## src/rtl/contador_pkg.sv

```systemverilog
// contador_pkg: shared FSM state type and parameter-legality helpers for contador_timer_param
package contador_pkg;

  typedef enum logic [1:0] {IDLE, RUN, DONE} state_t;

  function automatic bit cnt_max_ok(input int w, input int m);
    return m >= 1 && m <= (2 ** w) - 1;
  endfunction

  function automatic bit tmr_limit_ok(input int w, input int l);
    return l >= 1 && l <= (2 ** w) - 1;
  endfunction

endpackage

```

## src/rtl/edge_rise_det.sv

```systemverilog
// edge_rise_det: registered rising-edge detector with asynchronous active-high reset
//   clk_i, rst_i : clock, async reset (clears the stored copy, so a held-high input re-arms after reset)
//   d_i          : level input
//   rise_o       : d_i & ~previous d_i
module edge_rise_det (
  input  logic clk_i,
  input  logic rst_i,
  input  logic d_i,
  output logic rise_o
);
  logic d_q;
  always_ff @(posedge clk_i or posedge rst_i)
    if (rst_i) d_q <= 1'b0;
    else d_q <= d_i;
  assign rise_o = d_i & ~d_q;
endmodule

```

## src/rtl/contador_timer_param.sv

```systemverilog
// contador_timer_param: start-triggered wrap-around counter with run timer and auto-stop at TMR_LIMIT
//   clk, reset (async, active-high), start (rising edge arms a run), pause (holds count/timer in RUN),
//   dir (0 up / 1 down, honoured only when CONTADOR_DIR_EN is defined; otherwise up only),
//   count, timer, running, wrap (1-cycle pulse), done (1-cycle pulse)
module contador_timer_param
  import contador_pkg::*;
#(
  parameter int CNT_W     = 4,
  parameter int TMR_W     = 5,
  parameter int CNT_MAX   = 2 ** CNT_W - 1,
  parameter int TMR_LIMIT = 20
) (
  input  logic             clk,
  input  logic             reset,
  input  logic             start,
  input  logic             pause,
  input  logic             dir,
  output logic [CNT_W-1:0] count,
  output logic [TMR_W-1:0] timer,
  output logic             running,
  output logic             wrap,
  output logic             done
);
  localparam logic [CNT_W-1:0] CNT_TOP = CNT_W'(CNT_MAX);
  localparam logic [TMR_W-1:0] TMR_END = TMR_W'(TMR_LIMIT);

  if (!cnt_max_ok(CNT_W, CNT_MAX)) begin : g_bad_cnt_max
    $error("CNT_MAX out of range 1..2**CNT_W-1");
  end
  if (!tmr_limit_ok(TMR_W, TMR_LIMIT)) begin : g_bad_tmr_limit
    $error("TMR_LIMIT out of range 1..2**TMR_W-1");
  end

  state_t           state_q, state_d;
  logic [CNT_W-1:0] count_q, count_d;
  logic [TMR_W-1:0] timer_q, timer_d, timer_inc;
  logic             wrap_q, wrap_d, done_q, done_d;
  logic             rise, down, at_end;

  edge_rise_det u_start_edge (
    .clk_i (clk),
    .rst_i (reset),
    .d_i   (start),
    .rise_o(rise)
  );

`ifdef CONTADOR_DIR_EN
  assign down = dir;
`else
  logic unused_dir;
  assign unused_dir = dir;
  assign down = 1'b0;
`endif

  always_comb begin
    state_d   = state_q;
    count_d   = count_q;
    timer_d   = timer_q;
    wrap_d    = 1'b0;
    done_d    = 1'b0;
    timer_inc = timer_q + 1'b1;
    at_end    = down ? (count_q == '0) : (count_q == CNT_TOP);
    if (state_q != RUN) begin
      if (rise) begin
        state_d = RUN;
        count_d = '0;
        timer_d = '0;
      end
    end else if (!pause) begin
      timer_d = timer_inc;
      count_d = at_end ? (down ? CNT_TOP : '0) : (down ? count_q - 1'b1 : count_q + 1'b1);
      wrap_d  = at_end;
      if (timer_inc == TMR_END) begin
        state_d = DONE;
        done_d  = 1'b1;
      end
    end
  end

  always_ff @(posedge clk or posedge reset)
    if (reset) begin
      state_q <= IDLE;
      count_q <= '0;
      timer_q <= '0;
      wrap_q  <= 1'b0;
      done_q  <= 1'b0;
    end else begin
      state_q <= state_d;
      count_q <= count_d;
      timer_q <= timer_d;
      wrap_q  <= wrap_d;
      done_q  <= done_d;
    end

  assign count   = count_q;
  assign timer   = timer_q;
  assign running = state_q == RUN;
  assign wrap    = wrap_q;
  assign done    = done_q;
endmodule

```

## config.mk

```make
export PLATFORM = sky130hd
export DESIGN_NAME = contador_timer_param
export DESIGN_NICKNAME = d
export VERILOG_FILES = /design/src/rtl/contador_pkg.sv /design/src/rtl/edge_rise_det.sv /design/src/rtl/contador_timer_param.sv
export SDC_FILE = /design/constraint.sdc
export NUM_CORES = 1
export LEC_CHECK = 0
export ABC_CLOCK_PERIOD_IN_PS = 3900
export BUFFER_PORTS_ARGS = -buffer_cell sky130_fd_sc_hd__buf_4
export CORE_MARGIN = 2
export CORE_UTILIZATION = 30
export DETAILED_ROUTE_END_ITERATION = 16
export MAX_ROUTING_LAYER = met4
export PLACE_DENSITY = 0.58
export SKIP_CTS_REPAIR_TIMING = 1
export SYNTH_ARGS = -nofsm -noshare
export SYNTH_HDL_FRONTEND = slang
export SYNTH_SLANG_ARGS = --single-unit
```

## constraint.sdc

```tcl
create_clock -name clk -period 3.9 [get_ports clk]
set_input_delay 0.39 -clock clk [delete_from_list [all_inputs] [get_ports clk]]
set_output_delay 0.39 -clock clk [all_outputs]
set_load 0.02 [all_outputs]
```

==> summary.md, run 1 <==
| Metric | Value |
|---|---|
| Status | `finished, final reports clean` |
| Routed via count | `495` |
| Num CTS Buffers | `3` |
| Root Buffer | `clkbuf_4` |
| Power Total | `0.5647 mW` |
| Worst path most repeated cell | `o21ai_0` |
| Ports | `17` |
| Clock insertion delay at the later pin of the skew report | `between 200 and 300 ps` |
| GP Congestion | `0.7480` |
| Pint | `0.3432 mW` |
| Number of synthesized flops with an enable pin | `0` |
| H-tree depth | `1` |
| Yosys top cell area share | `56.91%` |
| DR vias/cell | `between 4 and 5` |
| List of most frequent post-synthesis cells | `dfrtp_1, o21ai_0, nand2_1, inv_1` |
| Num rows | `16` |
| Max-slew violation count | `0` |
| Largest net degree at the start of global routing | `15` |
| Routed Antenna Nets | `0` |
| Routed wire length | `1250 um` |
| Yosys warnings | `0` |
| Core box area | `1942 sq um` |
| Most used flip-flop cell after synthesis | `dfrtp_1` |
| Seq/Total Area, Yosys | `56.91%` |
| Measured slew at the worst slew-check pin | `811.5 ps` |
| Net Sw Frac | `39.23%` |
| DP Area | `757.0 sq um` |
| Ranking of synthesized cells by area | `dfrtp_1, o21ai_0, a22o_1` |
| Max stage delay on crit path | `690 ps` |
| Top cell family by delay on the critical path | `simple AND/OR/NAND/NOR gates` |
| Clk pwr share | `18.2%` |
| Chip height | `49.30 um` |
| RSZ-0062 raised after global routing | `no` |
| Clock sinks | `14` |
| Post-route clock skew | `1.970 ps` |
| First-pass GRT wire length | `2214 um` |
| Final setup fails | `0` |
| Relative slew slack | `45.78%` |
| Asr flop ratio synth | `100.0%` |
| Flop pwr share | `42.1%` |
| Tmin final | `1909 ps` |
| Length of the first detailed-routing pass in iterations | `4` |
| R2R cell count | `4` |
| Max Cap Viol | `0` |
| Die Wd | `~49 um` |
| CTS tree | `yes` |
| Fin crit share | `48.96%` |
| Layout cells sized above 1 | `25.97%` |
| Min-Delay Path Class | `in2async` |
| Leak | `0.3921 nW` |
| F_max | `0.5237 GHz` |
| CP Max Fanout | `9` |
| PortBufs | `15` |
| Area grow syn2layout | `28.86%` |
| Cell Chain, Critical Path | `nor3b_1, a21oi_1, o21ai_0, o21ai_0` |
| Number of distinct library cells after synthesis | `21` |
| Syn avg cell area | `10.43 sq um` |
| Clock Path Buffers | `2` |
| 1st-iter DRT viols | `6` |
| Combinational share of power | `39.7%` |
| # diodes | `0` |
| Crit-path slowest cell | `nor3b_1` |
| NetSw | `0.2215 mW` |
| CP Class | `reg2reg` |
| Most frequent cell after synthesis | `dfrtp_1` |
| Hold slack | `154.8 ps` |
| Critical path depth | `4` |
| Synth Cell Area | `615.6 sq um` |
| Worst setup SP type | `register` |
| Clock transition at path regs | `about 80 ps` |
| Antenna violations before repair | `0` |
| DIE AREA | `roughly 2400 sq um` |
| Mapped Cells | `~60` |
| Area leader, netlist | `dfrtp_1` |
| CP bufs+invs | `0` |
| CP arrival | `2070 ps` |
| Crit. End Element | `register` |
| Average wire per standard cell | `between 10 and 15 um` |
| Final Cell Area | `793.3 sq um` |
| Worst Path Required | `4060 ps` |
| Nets | `85` |
| Grt ovf | `0` |
| TNS Setup | `0 ps` |
| Max IR drop VDD | `0.3285 mV` |
| Mapped Nets | `66` |
| P per Cell Area | `~710 nW/um^2` |
| GRT Total Usage | `12.42%` |
| Vias in the first global route | `480` |
| HPWL Detailed | `roughly 900 um` |
| #FFs+latches synth | `14` |
| Post-route DRC | `0` |
| Hold Fails Final Rpt | `0` |
| Starting Density | `31.70%` |
==> placed cells by master (no fill, tap or decap) <==
master    count
buf_4        15
dfrtp_1      14
o21ai_0      12
nand2_1       6
inv_1         4
a22o_1        3
nor2_1        3
clkbuf_4      3
nand3_1       2
ha_1          2
nor3b_1       1
or2b_1        1
nor2b_1       1
a21oi_1       1
or3b_1        1
nand2b_1      1
or4b_4        1
nand4_1       1
a31oi_1       1
and3_1        1
a211oi_1      1
xor2_1        1
clkbuf_8      1
==> layer usage <==
layer	vias to the layer above	wire, um	global-route usage (%)
met5	-	0	-
met2	10	588	18.69
met3	4	50	2.761
met4	0	26	5.714
met1	237	585	15.88
li1	244	-	-
==> state kept, by name, indices dropped and copies added, names as in the netlist <==
register / count
state_q: 2
done: 1
u_start_edge.d_q: 1
wrap: 1
timer: 5
count: 4
==> final cells by class <==
type | count | area, sq um
Tap cell | 27 | 33.78
Timing Repair Buffer | 15 | 112.6
Clock buffer | 4 | 36.28
Multi-Input combinational cell | 40 | 245.2
Fill cell | 202 | 1149
Sequential cell | 14 | 350.3
Inverter | 4 | 15.01
==> logic make-up after synthesis <==
family                   share of synthesized area, %
XOR/XNOR                                        1.423
AO/OA/AOI/OAI                                   17.07
buffers and inverters                           3.251
flip-flops                                      56.91
AND/OR/NAND/NOR                                 17.28
adder cells (fa/ha/maj)                         4.064
==> worst paths after layout <==
check / from / to / slack, ps
worst min-delay path: reset / count[0] / 150
min in group clk: start / u_start_edge.d_q / 220
worst min register to register: timer[4] / timer[4] / 500
worst max register to register: state_q[1] / timer[4] / 1990
max in group asynchronous: reset / count[3] / 3380
worst max-delay path: state_q[1] / timer[4] / 1990
==> metrics by stage <==
| step | setup WS, ps | util, % | instances |
|---|---|---|---|
| global placement | 1922 | 38.98 | 100 |
| detailed placement | 1901 | 38.98 | 100 |
| finish | 1991 | 40.85 | 104 |
| CTS | 1991 | 40.85 | 104 |
| global route | 1804 | 40.85 | 104 |
| floorplan | 2206 | - | 59 |
==> worst reg2reg max path, cell delays in order (launching register included) <==
cell     delay, ps
dfrtp_1        410
nor3b_1        690
a21oi_1        350
o21ai_0        240
o21ai_0        100
==> power groups by stage <==
stage	logic, mW	clock network, mW	registers, mW
after floorplan	0.0937	0	0.277
after global placement	0.222	0	0.239
after detailed placement	0.228	0	0.240
after CTS	0.228	0.106	0.238
after global routing	0.250	0.113	0.249
final	0.224	0.103	0.238
Power figures use the tool's default switching activity.
==> run 2, diff against run 1 <==
Settings changed: ABC_AREA from default to 1, ABC_CLOCK_PERIOD_IN_PS 3900 to 1700, PLACE_DENSITY 0.58 to 0.59.
Clock period 3.9 ns to 1.7 ns, I/O delays scaled along.
==> summary.md, run 2 <==
| Metric | Value |
|---|---|
| Synth Cell Area | `658.1 sq um (+6.9%)` |
| Routed Antenna Nets | `0 (unchanged)` |
| Tmin final | `1299 ps (-610.1 ps)` |
| Most frequent cells in the layout | `nand2_1, buf_4, dfrtp_1, inv_1, nor2_1` |
| GP Congestion | `0.7502 (+0.29%)` |
| Ranking of synthesized cells by area | `dfrtp_1, nand2_1, inv_1` |
| # diodes | `0 (unchanged)` |
| PortBufs | `15 (unchanged)` |
| CP arrival | `1490 ps (-580 ps)` |
| H-tree depth | `1 (unchanged)` |
| Crit. End Element | `register` |
| Final Core Density | `42.57% (+1.7 points)` |
| P per Cell Area | `1776 nW/um^2 (+150%)` |
| Most frequent cell after synthesis | `nand2_1` |
| Number of synthesized flops with an enable pin | `0 (unchanged)` |
| Final setup fails | `0 (unchanged)` |
| Clock insertion delay at the later pin of the skew report | `290 ps (+20 ps)` |
| Leak | `0.4505 nW (+15%)` |
| Mapped Cells | `74 (+25%)` |
| First-pass GRT wire length | `2201 um (-0.59%)` |
| Ports | `17 (unchanged)` |
| FILL cells | `210 (+4.0%)` |
| List of most frequent post-synthesis cells | `nand2_1, dfrtp_1, inv_1, nor2_1, o21ai_0` |
| CP Max Fanout | `6 (-3)` |
| Die Wd | `50.84 um (+3.1%)` |
| Vias in the first global route | `478 (-0.42%)` |
| Most used flip-flop cell after synthesis | `dfrtp_1` |
| Routed via count | `539 (+8.9%)` |
| Core box area | `2022 sq um (+4.1%)` |
| Clock Path Buffers | `2 (unchanged)` |
| HPWL Detailed | `917.8 um (+2.3%)` |
| Length of the first detailed-routing pass in iterations | `3 (-1)` |
| Mapped Nets | `81 (+23%)` |
| Area grow syn2layout | `30.80%` |
| Worst Path Required | `1890 ps (-2170 ps)` |
| Seq/Total Area, Yosys | `53.23% (-3.7 points)` |
| Root Buffer | `clkbuf_4` |
| Yosys top cell area share | `53.23% (-3.7 points)` |
| DR vias/cell | `4.418 (-7.2%)` |
| Layout cells sized above 1 | `29.47% (+3.5 points)` |
| Max-slew violation count | `0 (unchanged)` |
| Placed cell count | `116 (+16%)` |
| Starting Density | `32.55% (+0.85 points)` |
| R2R cell count | `8 (+4)` |
| Measured slew at the worst slew-check pin | `529.8 ps (-281.7 ps)` |
| Hold depth | `4` |
| CTS tree | `yes` |
| Area leader, netlist | `dfrtp_1` |
| Worst setup SP type | `register` |
| Syn avg cell area | `8.894 sq um (-15%)` |
| 1st-iter DRT viols | `5 (-1)` |
| Status | `finished, final reports clean` |
| Power Total | `1.529 mW (+170%)` |
| Clock sinks | `14 (unchanged)` |
| Min-Delay Path Class | `in2reg` |
| DIE AREA | `2584 sq um (+6.3%)` |
| Chip height | `50.84 um (+3.1%)` |
| Fin crit share | `76.43% (+27 points)` |
| RSZ-0062 raised after global routing | `no` |
| Grt ovf | `0 (unchanged)` |
| TNS Setup | `0 ps (unchanged)` |
| Relative slew slack | `64.64% (+19 points)` |
| GRT Total Usage | `11.60% (-0.81 points)` |
| Max Cap Viol | `0 (unchanged)` |
| Commonest non-fill, non-tap cell in the layout | `nand2_1` |
| Max reg flops | `5 (unchanged)` |
| Antenna violations before repair | `0 (unchanged)` |
| F_max | `0.7697 GHz (+47%)` |
| Num rows | `16 (unchanged)` |
| Nets | `103 (+21%)` |
| Post-route DRC | `0 (unchanged)` |
| Clock transition at path regs | `100 ps (+20 ps)` |
| Num CTS Buffers | `3 (unchanged)` |
| CP Class | `reg2reg` |
| Max IR drop VDD | `0.7803 mV (+140%)` |
| Sequential cell area | `350.3 sq um (unchanged)` |
| Hold Fails Final Rpt | `0 (unchanged)` |
| Post-route clock skew | `12.12 ps (+10.15 ps)` |
| Yosys warnings | `0 (unchanged)` |
| Asr flop ratio synth | `100.0% (unchanged)` |
| Largest net degree at the start of global routing | `15 (unchanged)` |
| Area of the multi-input gates | `267.8 sq um (+9.2%)` |
| Final Non-Filler Cells | `122 (+17%)` |
| Routed wire length | `1214 um (-2.9%)` |
| #FFs+latches synth | `14 (unchanged)` |
| Average wire per standard cell | `9.951 um (-17%)` |
| Number of distinct library cells after synthesis | `18 (-14%)` |
run 2: area by class of cell:
cell class | instances | share of cell area (%)
inverters | 10 | 4.651
flip-flops and latches | 14 | 40.70
multi-input cells | 50 | 31.10
repair buffers | 17 | 15.41
clock buffers | 4 | 4.215
well taps | 27 | 3.924
run 2: path summary, 6_finish.rpt:
| path | startpoint | endpoint | slack (ps) |
|---|---|---|---|
| hold reg to reg | count[1] | count[1] | 540 |
| setup / recovery | timer[0] | state_q[0] | 400 |
| min in group asynchronous | reset | state_q[0] | 460 |
| max in group asynchronous | reset | wrap | 870 |
| setup reg to reg | timer[0] | state_q[0] | 400 |
| hold / removal | pause | count[1] | 150 |
run 2: stage by stage:
| stage | worst slack (ps) | hold WS [ps] | area (sq um) |
|---|---|---|---|
| finish | 400.7 | 153.2 | 860.8 |
| global route | 230.2 | 166.5 | 860.8 |
| global placement | 409.9 | 257.7 | 804.5 |
| CTS | 394.6 | -52.73 | 840.8 |
| detailed placement | 403.6 | 257.8 | 804.5 |
| floorplan | 392.0 | 59.22 | 658.1 |
run 2: worst max-delay path, cell delays in order (launching register included):
cell     delay (ps)
dfrtp_1         450
ha_1            240
nand3_1         100
nand2_1          70
nand2_1          60
nor2_1           90
nand2_1          90
nand2_1          70
nand2_1          50
run 2: cell families after synthesis:
logic type	synth area share, %
XOR/XNOR	2.662
flip-flops	53.23
adder cells (fa/ha/maj)	3.802
AND/OR/NAND/NOR	26.43
AO/OA/AOI/OAI	7.793
buffers and inverters	6.085
run 2: power by group:
| group | internal [mW] | total (mW) | switching, mW |
|---|---|---|---|
| clock network | 0.130 | 0.245 | 0.115 |
| registers | 0.448 | 0.584 | 0.136 |
| logic | 0.295 | 0.700 | 0.405 |
| total | 0.873 | 1.53 | 0.656 |
run 2: layer usage:
metal,routed length (um),global-route usage [%],up-vias
met4,15,4.054,0
met2,535,16.89,14
li1,-,-,278
met3,70,2.632,2
met1,592,15.93,245
met5,0,-,-
